**config.mk**
```make
export PLATFORM = sky130hd
export DESIGN_NAME = lcd_sequencer
export DESIGN_NICKNAME = d
export VERILOG_FILES = /design/src/rtl/lcd_sequencer.sv
export SDC_FILE = /design/constraint.sdc
export NUM_CORES = 1
export LEC_CHECK = 0
export CORE_MARGIN = 5
export CORE_UTILIZATION = 30
export CTS_CLUSTER_DIAMETER = 40
export CTS_CLUSTER_SIZE = 30
export DETAILED_ROUTE_END_ITERATION = 7
export GPL_ROUTABILITY_DRIVEN = 0
export GPL_TIMING_DRIVEN = 0
export HOLD_SLACK_MARGIN = 0.08
export SLEW_MARGIN = 10
export SYNTH_ARGS = -nofsm -noshare
export SYNTH_HDL_FRONTEND = slang
export SYNTH_SLANG_ARGS = --single-unit
export TNS_END_PERCENT = 50
```
**constraint.sdc**
```tcl
create_clock -name clk -period 3.25 [get_ports clk]
set_clock_uncertainty 0.15 [all_clocks]
set_input_delay 0.4875 -clock clk [delete_from_list [all_inputs] [get_ports clk]]
set_output_delay 0.4875 -clock clk [all_outputs]
set_load 0.02 [all_outputs]
```
**src/rtl/lcd_sequencer.sv**
```systemverilog
// 4-bit character LCD front end: power-up nibble sequence, configuration bytes,
// then valid/ready byte writes through an external timing_fsm. Optional macro LCD_CURSOR_EN.
module lcd_sequencer #(
   parameter int PWRUP_CYC = 750000,
   parameter int GAP1_CYC  = 205000,
   parameter int GAP2_CYC  = 5000,
   parameter int GAP3_CYC  = 2000,
   parameter int NIB_E_CYC = 12
) (
   input  logic       clk,
   input  logic       rst_n,
   input  logic       req_valid,
   input  logic       req_rs,
   input  logic [7:0] req_data,
   output logic       req_ready,
   output logic       init_done,
   output logic       tfsm_en,
   input  logic [2:0] tfsm_state,
   output logic       lcd_e,
   output logic       lcd_rs,
   output logic       lcd_rw,
   output logic [3:0] lcd_db
);

`ifdef LCD_CURSOR_EN
   localparam logic [7:0] DISP_CMD = 8'h0F;
`else
   localparam logic [7:0] DISP_CMD = 8'h0C;
`endif

   localparam logic [19:0] PWR_LIM = 20'(PWRUP_CYC - 1);
   localparam logic [19:0] E_LIM   = 20'(NIB_E_CYC - 1);

   typedef enum logic [2:0] {PWR_WAIT, INIT_NIB, CFG, IDLE, SEND} state_t;
   typedef enum logic [1:0] {NIB_SETUP, NIB_EHI, NIB_GAP} phase_t;

   state_t      state_reg, state_next;
   phase_t      phase_reg, phase_next;
   logic [19:0] cnt_reg, cnt_next;
   logic [1:0]  idx_reg, idx_next;
   logic [7:0]  byte_reg, byte_next;
   logic        rs_reg, rs_next;
   logic        seen_reg, seen_next;
   logic        done_reg, done_next;
   logic        busy;

   function automatic logic [7:0] cfg_byte(input logic [1:0] idx);
      case (idx)
         2'd0:    return 8'h28;
         2'd1:    return 8'h06;
         2'd2:    return DISP_CMD;
         default: return 8'h01;
      endcase
   endfunction

   function automatic logic [19:0] gap_lim(input logic [1:0] idx);
      case (idx)
         2'd0:    return 20'(GAP1_CYC - 1);
         2'd1:    return 20'(GAP2_CYC - 1);
         default: return 20'(GAP3_CYC - 1);
      endcase
   endfunction

   assign busy      = (tfsm_state != 3'd0);
   assign lcd_rw    = 1'b0;
   assign init_done = done_reg;

   always_ff @(posedge clk or negedge rst_n) begin
      if (!rst_n) begin
         state_reg <= PWR_WAIT;
         phase_reg <= NIB_SETUP;
         cnt_reg   <= '0;
         idx_reg   <= '0;
         byte_reg  <= '0;
         rs_reg    <= 1'b0;
         seen_reg  <= 1'b0;
         done_reg  <= 1'b0;
      end else begin
         state_reg <= state_next;
         phase_reg <= phase_next;
         cnt_reg   <= cnt_next;
         idx_reg   <= idx_next;
         byte_reg  <= byte_next;
         rs_reg    <= rs_next;
         seen_reg  <= seen_next;
         done_reg  <= done_next;
      end
   end

   always_comb begin
      state_next = state_reg;
      phase_next = phase_reg;
      cnt_next   = cnt_reg;
      idx_next   = idx_reg;
      byte_next  = byte_reg;
      rs_next    = rs_reg;
      seen_next  = seen_reg;
      done_next  = done_reg;
      req_ready  = 1'b0;
      tfsm_en    = 1'b0;
      lcd_e      = 1'b0;
      lcd_rs     = 1'b0;
      lcd_db     = 4'h0;
      case (state_reg)
         PWR_WAIT: begin
            if (cnt_reg == PWR_LIM) begin
               state_next = INIT_NIB;
               phase_next = NIB_SETUP;
               cnt_next   = '0;
               idx_next   = '0;
            end else begin
               cnt_next = cnt_reg + 20'd1;
            end
         end
         INIT_NIB: begin
            // Nibble stays on the bus from setup through the whole gap
            lcd_db = (idx_reg == 2'd3) ? 4'h2 : 4'h3;
            case (phase_reg)
               NIB_SETUP: begin
                  phase_next = NIB_EHI;
                  cnt_next   = '0;
               end
               NIB_EHI: begin
                  lcd_e = 1'b1;
                  if (cnt_reg == E_LIM) begin
                     phase_next = NIB_GAP;
                     cnt_next   = '0;
                  end else begin
                     cnt_next = cnt_reg + 20'd1;
                  end
               end
               default: begin
                  if (cnt_reg == gap_lim(idx_reg)) begin
                     cnt_next = '0;
                     if (idx_reg == 2'd3) begin
                        state_next = CFG;
                        idx_next   = '0;
                        byte_next  = cfg_byte(2'd0);
                        rs_next    = 1'b0;
                        seen_next  = 1'b0;
                     end else begin
                        idx_next   = idx_reg + 2'd1;
                        phase_next = NIB_SETUP;
                     end
                  end else begin
                     cnt_next = cnt_reg + 20'd1;
                  end
               end
            endcase
         end
         CFG, SEND: begin
            lcd_rs  = rs_reg;
            lcd_e   = (tfsm_state == 3'd1) || (tfsm_state == 3'd3);
            tfsm_en = !seen_reg && !busy;
            case (tfsm_state)
               3'd1, 3'd2:       lcd_db = byte_reg[7:4];
               3'd3, 3'd4, 3'd5: lcd_db = byte_reg[3:0];
               default:          lcd_db = 4'h0;
            endcase
            // Any nonzero code, legal or not, counts as the write being in flight
            if (busy) begin
               seen_next = 1'b1;
            end else if (seen_reg) begin
               seen_next = 1'b0;
               if (state_reg == SEND) begin
                  state_next = IDLE;
               end else if (idx_reg == 2'd3) begin
                  done_next  = 1'b1;
                  state_next = IDLE;
               end else begin
                  idx_next  = idx_reg + 2'd1;
                  byte_next = cfg_byte(idx_reg + 2'd1);
               end
            end
         end
         IDLE: begin
            req_ready = !busy;
            if (req_valid && !busy) begin
               byte_next  = req_data;
               rs_next    = req_rs;
               seen_next  = 1'b0;
               state_next = SEND;
            end
         end
         default: state_next = PWR_WAIT;
      endcase
   end

endmodule

```
==> flow_metrics.tcl, run 1 <==
set metrics [dict create \
    rsz0062_at_grt "yes" \
    placeableCoreArea_sq_mm 0.00826 \
    chipHeight_um 102 \
    io_buffers 22 \
    min_period_over_period_pct 96.1 \
    setup_violations 0 \
    cp_max_fo 8 \
    crit_path_end_kind "output port" \
    maxCapViolations 0 \
    synth_common_cells "38 x dfrtp_1, 24 x o21ai_0, 21 x nand2_1, 21 x nor2_1, 17 x a21oi_1" \
    cp.required_ns 2.61 \
    leakagePower_nw 1.22 \
    cts_tree "yes" \
    drc_errors 0 \
    wl_per_cell_um 16.0 \
    synth_nets 315 \
    first_pass_iters 4 \
    worst_pin_slew_ns 0.707 \
    viasPerCell 5.52 \
    synth_cells 293 \
    drt_iter0_drc 147 \
    cp.buffers_inverters 3 \
    cp_common_cell "clkdlybuf4s50_1" \
    clock-sinks 38 \
    crit_path_start_kind "primary input" \
    synth_area_leader_cell "dfrtp_1" \
    fin_area_sq_mm 0.00308 \
    synth.avg_cell_area_sq_um 8.76 \
    fmaxAchievable_mhz 320 \
    placed_area_sq_mm 0.00294 \
    io_pins 25 \
    ant_nets 0 \
    ir_drop_mv 0.188 \
    largest_reg_flops 20 \
    area_growth_pct 20.0 \
    fin_ws_ns 0.128 \
    async_flop_share_pct 100 \
    insertedDiodeCount 0 \
    vias 2383 \
    path_cells "clkdlybuf4s50_1 > or3_1 > clkbuf_1 > nor2_1 > and2_1 > clkdlybuf4s50_1" \
    rows 33 \
    status "completed" \
    die_x_um 102 \
    htreeDepth 2 \
    synth_enable_flop_cells 0 \
    nets 348 \
    synth-main-ff-cell "dfrtp_1" \
    wl_met1_mm 3.33 \
    crit_type "primary input to output port" \
    cpLargestDelayFamily "buffers and inverters" \
    dp_hpwl_mm 4.97 \
    postSynthRegisterBits 38 \
    netlist_area_sq_mm 0.00257 \
    numCtsBuffers 5 \
    max_stage_delay_ns 0.60 \
    max-slew-margin-rel_pct 52.5 \
    hold_viol_final 0 \
    fillers 853 \
    slew_violations 0 \
    clock_path_buffers 2 \
    drive_above_1_share_pct 11.6 \
    yosysMostFrequentCell "dfrtp_1" \
    layout_min_cycle_time_ns 3.12 \
    powerDensity_mw_per_mm2 301 \
    synth.top_cell.area_share_pct 37.1 \
    yosysSeqAreaShare_pct 37.1 \
    cts_root_buf "clkbuf_8" \
    cts.clk_slew.worst_paths_ns 0.08 \
    holdWs_ns 0.342 \
    top_layer "met4" \
    yosys_warnings 0 \
    synth_area_leaders "dfrtp_1 37%, o21ai_0 4.7%, ha_1 3.4%" \
    cp_slowest_cell "clkdlybuf4s50_1" \
    preCtsSetupSlack_ns 0.0747 \
    first_global_vias 2406 \
    start_util_pct 31.1 \
    track_usage_pct 14.0 \
    die-area_sq_mm 0.0105 \
    met2WireLength_mm 3.14 \
    crit_arrival_ns 2.48 \
    hold_class "flop to flop" \
    antenna_found_initial 0 \
    ys_types 55 \
    met3_length_um 384 \
    grt_max_degree 22 \
    grt_pass1_wl_mm 11.9 \
    insertion_delay_ns 0.29 \
    routed_wl_mm 6.93 \
    grt_overflow 0 \
]
[cell type report]
type	instances	area, sq um	area share [%]
inverters	12	45.0	1.46
plain buffers	18	86.3	2.80
multi-input cells	225	1490	48.4
clock buffers	5	68.8	2.23
repair buffers	26	268	8.70
flip-flops and latches	38	951	30.9
well taps	105	131	4.27
clock inverters	3	40.0	1.30
[layout by cell type (no fill, tap or decap), types with 4 or more instances in the layout]
cell and count:
a22o_1 5, nor2b_1 5, a22oi_1 7, or3_1 4, mux2i_1 5, nand4_1 8
o21ai_0 24, ha_1 7, nand2b_1 6, nand3_1 13, inv_1 12, a21oi_1 17
nor3_1 5, buf_2 6, o32ai_1 6, dfrtp_1 38, clkdlybuf4s50_1 21, nand2_1 21
and2_1 5, o31ai_1 7, and3_1 5, nor2_1 20, clkbuf_1 9, clkbuf_8 5
o211ai_1 7, or2_2 4
[kinds of logic after synthesis]
group	count (synthesis)	share of synthesized area, %
flops	38	37.1
other cells	1	0.146
mux	11	5.02
buf+inv	30	5.07
fa+ha+maj	7	3.41
xor+xnor	1	0.341
compound gates	94	25.0
simple gates	111	23.9
[routing by layer]
metal,track usage [%],up-vias
li1,-,1159
met1,20.0,1139
met2,22.1,77
met3,2.57,8
met4,3.43,0
met5,0,-
[per-stage QoR]
stage | setup TNS, ns | util (%) | std cells | power [mW]
6_report | 0 | 37.3 | 432 | 0.926
5_1_grt | -0.00668 | 37.3 | 432 | 0.957
4_1_cts | 0 | 37.0 | 430 | 0.938
3_5_place_dp | 0 | 35.6 | 421 | 0.528
3_3_place_gp | 0 | 35.3 | 420 | 0.524
2_1_floorplan | 0 | - | 293 | 0.494
[path summary, 6_finish.rpt]
| kind | depth (start not counted) | endpoint | slack, ns | startpoint |
|---|---|---|---|---|
| setup / recovery | 6 | req_ready | 0.13 | tfsm_state[2] |
| hold / removal | 1 | init_done | 0.34 | init_done |
| setup reg to reg | 10 | byte_reg[0] | 0.23 | idx_reg[0] |
| hold reg to reg | 1 | init_done | 0.34 | init_done |
| max in group asynchronous | 3 | state_reg[1] | 1.91 | rst_n |
| min in group asynchronous | 2 | cnt_reg[12] | 0.55 | rst_n |
[timing repair]
item | in CTS | in global routing
gates resized for setup | 0 | 4
hold buffers | 1 | 0
endpoints found under the setup margin | 0 | 29
buffers inserted | 0 | 2
endpoints found under the hold margin | 17 | 0
[where the power goes]
part	switching, mW	internal, mW	total (mW)
registers	0	0.472	0.472
clock network	0.181	0.226	0.408
logic	0.0235	0.0227	0.0462
total	0.205	0.721	0.926
Note: power is estimated with default switching activity, not from simulation.
==> run 2, diff against run 1 <==
Clock period 3.25 ns to 3.52 ns, I/O delays scaled along.
==> flow_metrics.tcl, run 2 (synthesized netlist as in run 1, its figures left out) <==
set metrics [dict create \
    status "completed" \
    final_common_cell "dfrtp_1" \
    drt_iter0_drc 161 \
    cpLargestDelayFamily "simple AND/OR/NAND/NOR gates" \
    cp-startpoint "state_reg[2]" \
    crit_path_end_kind "output port" \
    dp_hpwl_mm 4.97 \
    vias 2392 \
    max_stage_delay_ns 0.63 \
    slew_violations 0 \
    chipHeight_um 102 \
    drc_errors 0 \
    clock-sinks 38 \
    min_period_over_period_pct 91.8 \
    reg2regPathDepth 9 \
    area_growth_pct 19.2 \
    grt_max_degree 22 \
    wl_per_cell_um 16.0 \
    first_global_vias 2406 \
    pwr-share-comb_pct 5.0 \
    cts_root_buf "clkbuf_8" \
    ir_drop_mv 0.174 \
    htreeDepth 2 \
    leakagePower_nw 1.21 \
    timing.setup.tns_ns 0 \
    rrSetupSlack_ns 0.33 \
    start_util_pct 31.1 \
    ant_nets 0 \
    largest_reg_flops 20 \
    crit_arrival_ns 2.55 \
    maxCapViolations 0 \
    layout_min_cycle_time_ns 3.23 \
    clock_path_buffers 2 \
    numCtsBuffers 5 \
    die_x_um 102 \
    first_pass_iters 5 \
    reg2reg_to "byte_reg[0]" \
    cp.buffers_inverters 2 \
    p_clk_share_pct 44.1 \
    min_path_cells 1 \
    max-slew-margin-rel_pct 45.2 \
    nets 346 \
    io_pins 25 \
    path_cells "clkbuf_1 > nor2_1 > nand2_1 > nor2_1 > nand2_1 > o21ai_0 > clkdlybuf4s50_1" \
    pwr-share-seq_pct 50.9 \
    placed_cells 421 \
    grt_pass1_wl_mm 11.9 \
    rows 33 \
    antenna_found_initial 0 \
    cts_resized 0 \
    worst_pin_slew_ns 0.818 \
    insertedDiodeCount 0 \
    crit_type "flop to output port" \
    routed_wl_mm 6.86 \
    placeableCoreArea_sq_mm 0.00826 \
    internal-power_uw 666 \
    final_cell_mix "38 x dfrtp_1, 24 x o21ai_0, 21 x nor2_1, 21 x nand2_1, 21 x clkdlybuf4s50_1" \
    fin_total_pwr_uw 857 \
    instances_no_fill 430 \
    io_buffers 22 \
    cts.clk_slew.worst_paths_ns 0.08 \
    cp.required_ns 2.84 \
    viasPerCell 5.56 \
    final_util_pct 37.0 \
    crit_end "lcd_e" \
    drive_above_1_share_pct 10.2 \
    fmaxAchievable_mhz 309 \
    crit_path_start_kind "flop" \
    multiInputGateArea_sq_mm 0.00149 \
    setup_violations 0 \
    cp_max_fo 10 \
    rsz0062_at_grt "no" \
    crit_cells 7 \
    register_area_sq_um 951 \
    grt_overflow 0 \
    cp_slowest_cell "clkdlybuf4s50_1" \
    track_usage_pct 14.0 \
    insertion_delay_ns 0.29 \
    hold_viol_final 0 \
    powerDensity_mw_per_mm2 280 \
    worstReg2RegStart "idx_reg[0]" \
    power.share.switching_pct 22.3 \
    fillers 846 \
    die-area_sq_mm 0.0105 \
    cts_tree "yes" \
    power.switching_uw 191 \
    hold_class "flop to flop" \
]
[run 2: worst min path at each step]
stage | to | start
2_1_floorplan | byte_reg[0] | rst_n
3_3_place_gp | phase_reg[0] | phase_reg[0]
3_5_place_dp | init_done | init_done
4_1_cts | phase_reg[0] | phase_reg[0]
5_1_grt | init_done | init_done
6_report | init_done | init_done
[run 2: area by class of cell]
class	count	share of cell area (%)
Buffer	18	2.78
Clock buffer	5	2.25
Clock inverter	3	1.31
Inverter	12	1.47
Multi-Input combinational cell	225	48.5
Sequential cell	38	31.1
Tap cell	105	4.29
Timing Repair Buffer	24	8.26
[run 2: routing by layer]
metal	global-route usage, %	part of all wire (%)	vias to the layer above
met4	3.43	1.4	0
met1	20.0	49	1153
met5	0	0	-
met2	22.1	45	67
met3	2.57	4.6	10
li1	-	-	1162
[run 2: stage by stage]
stage          hold slack (ns)  area [sq um]  setup slack (ns)
2_1_floorplan           0.0824          2570             0.746
3_3_place_gp             0.321          2920             0.321
3_5_place_dp             0.327          2940             0.321
4_1_cts                  0.346          3060             0.244
5_1_grt                  0.387          3060            0.0463
6_report                 0.343          3060             0.289
[run 2: power by group through the flow]
stage | Clock [mW] | Combinational (mW) | Sequential (mW)
after global routing | 0.400 | 0.0476 | 0.436
final | 0.378 | 0.0428 | 0.436
after global placement | 0 | 0.0390 | 0.445
after detailed placement | 0 | 0.0427 | 0.445
after floorplan | 0 | 0.0107 | 0.445
after CTS | 0.387 | 0.0437 | 0.436
[run 2: timing repair]
action / CTS / global route
hold endpoints to repair: 17 / 0
hold buffers: 1 / 0
buffers inserted: 0 / 0
[run 2: worst register-to-register path, cell delays in order, from the launching register on]
cell       delay [ns]
dfrtp_1          0.48
inv_1            0.17
ha_1             0.28
nor3b_1          0.31
o21ai_1          0.18
a2111oi_4        0.62
a21oi_2          0.15
a211o_1          0.30
buf_6            0.15
mux2_4           0.30
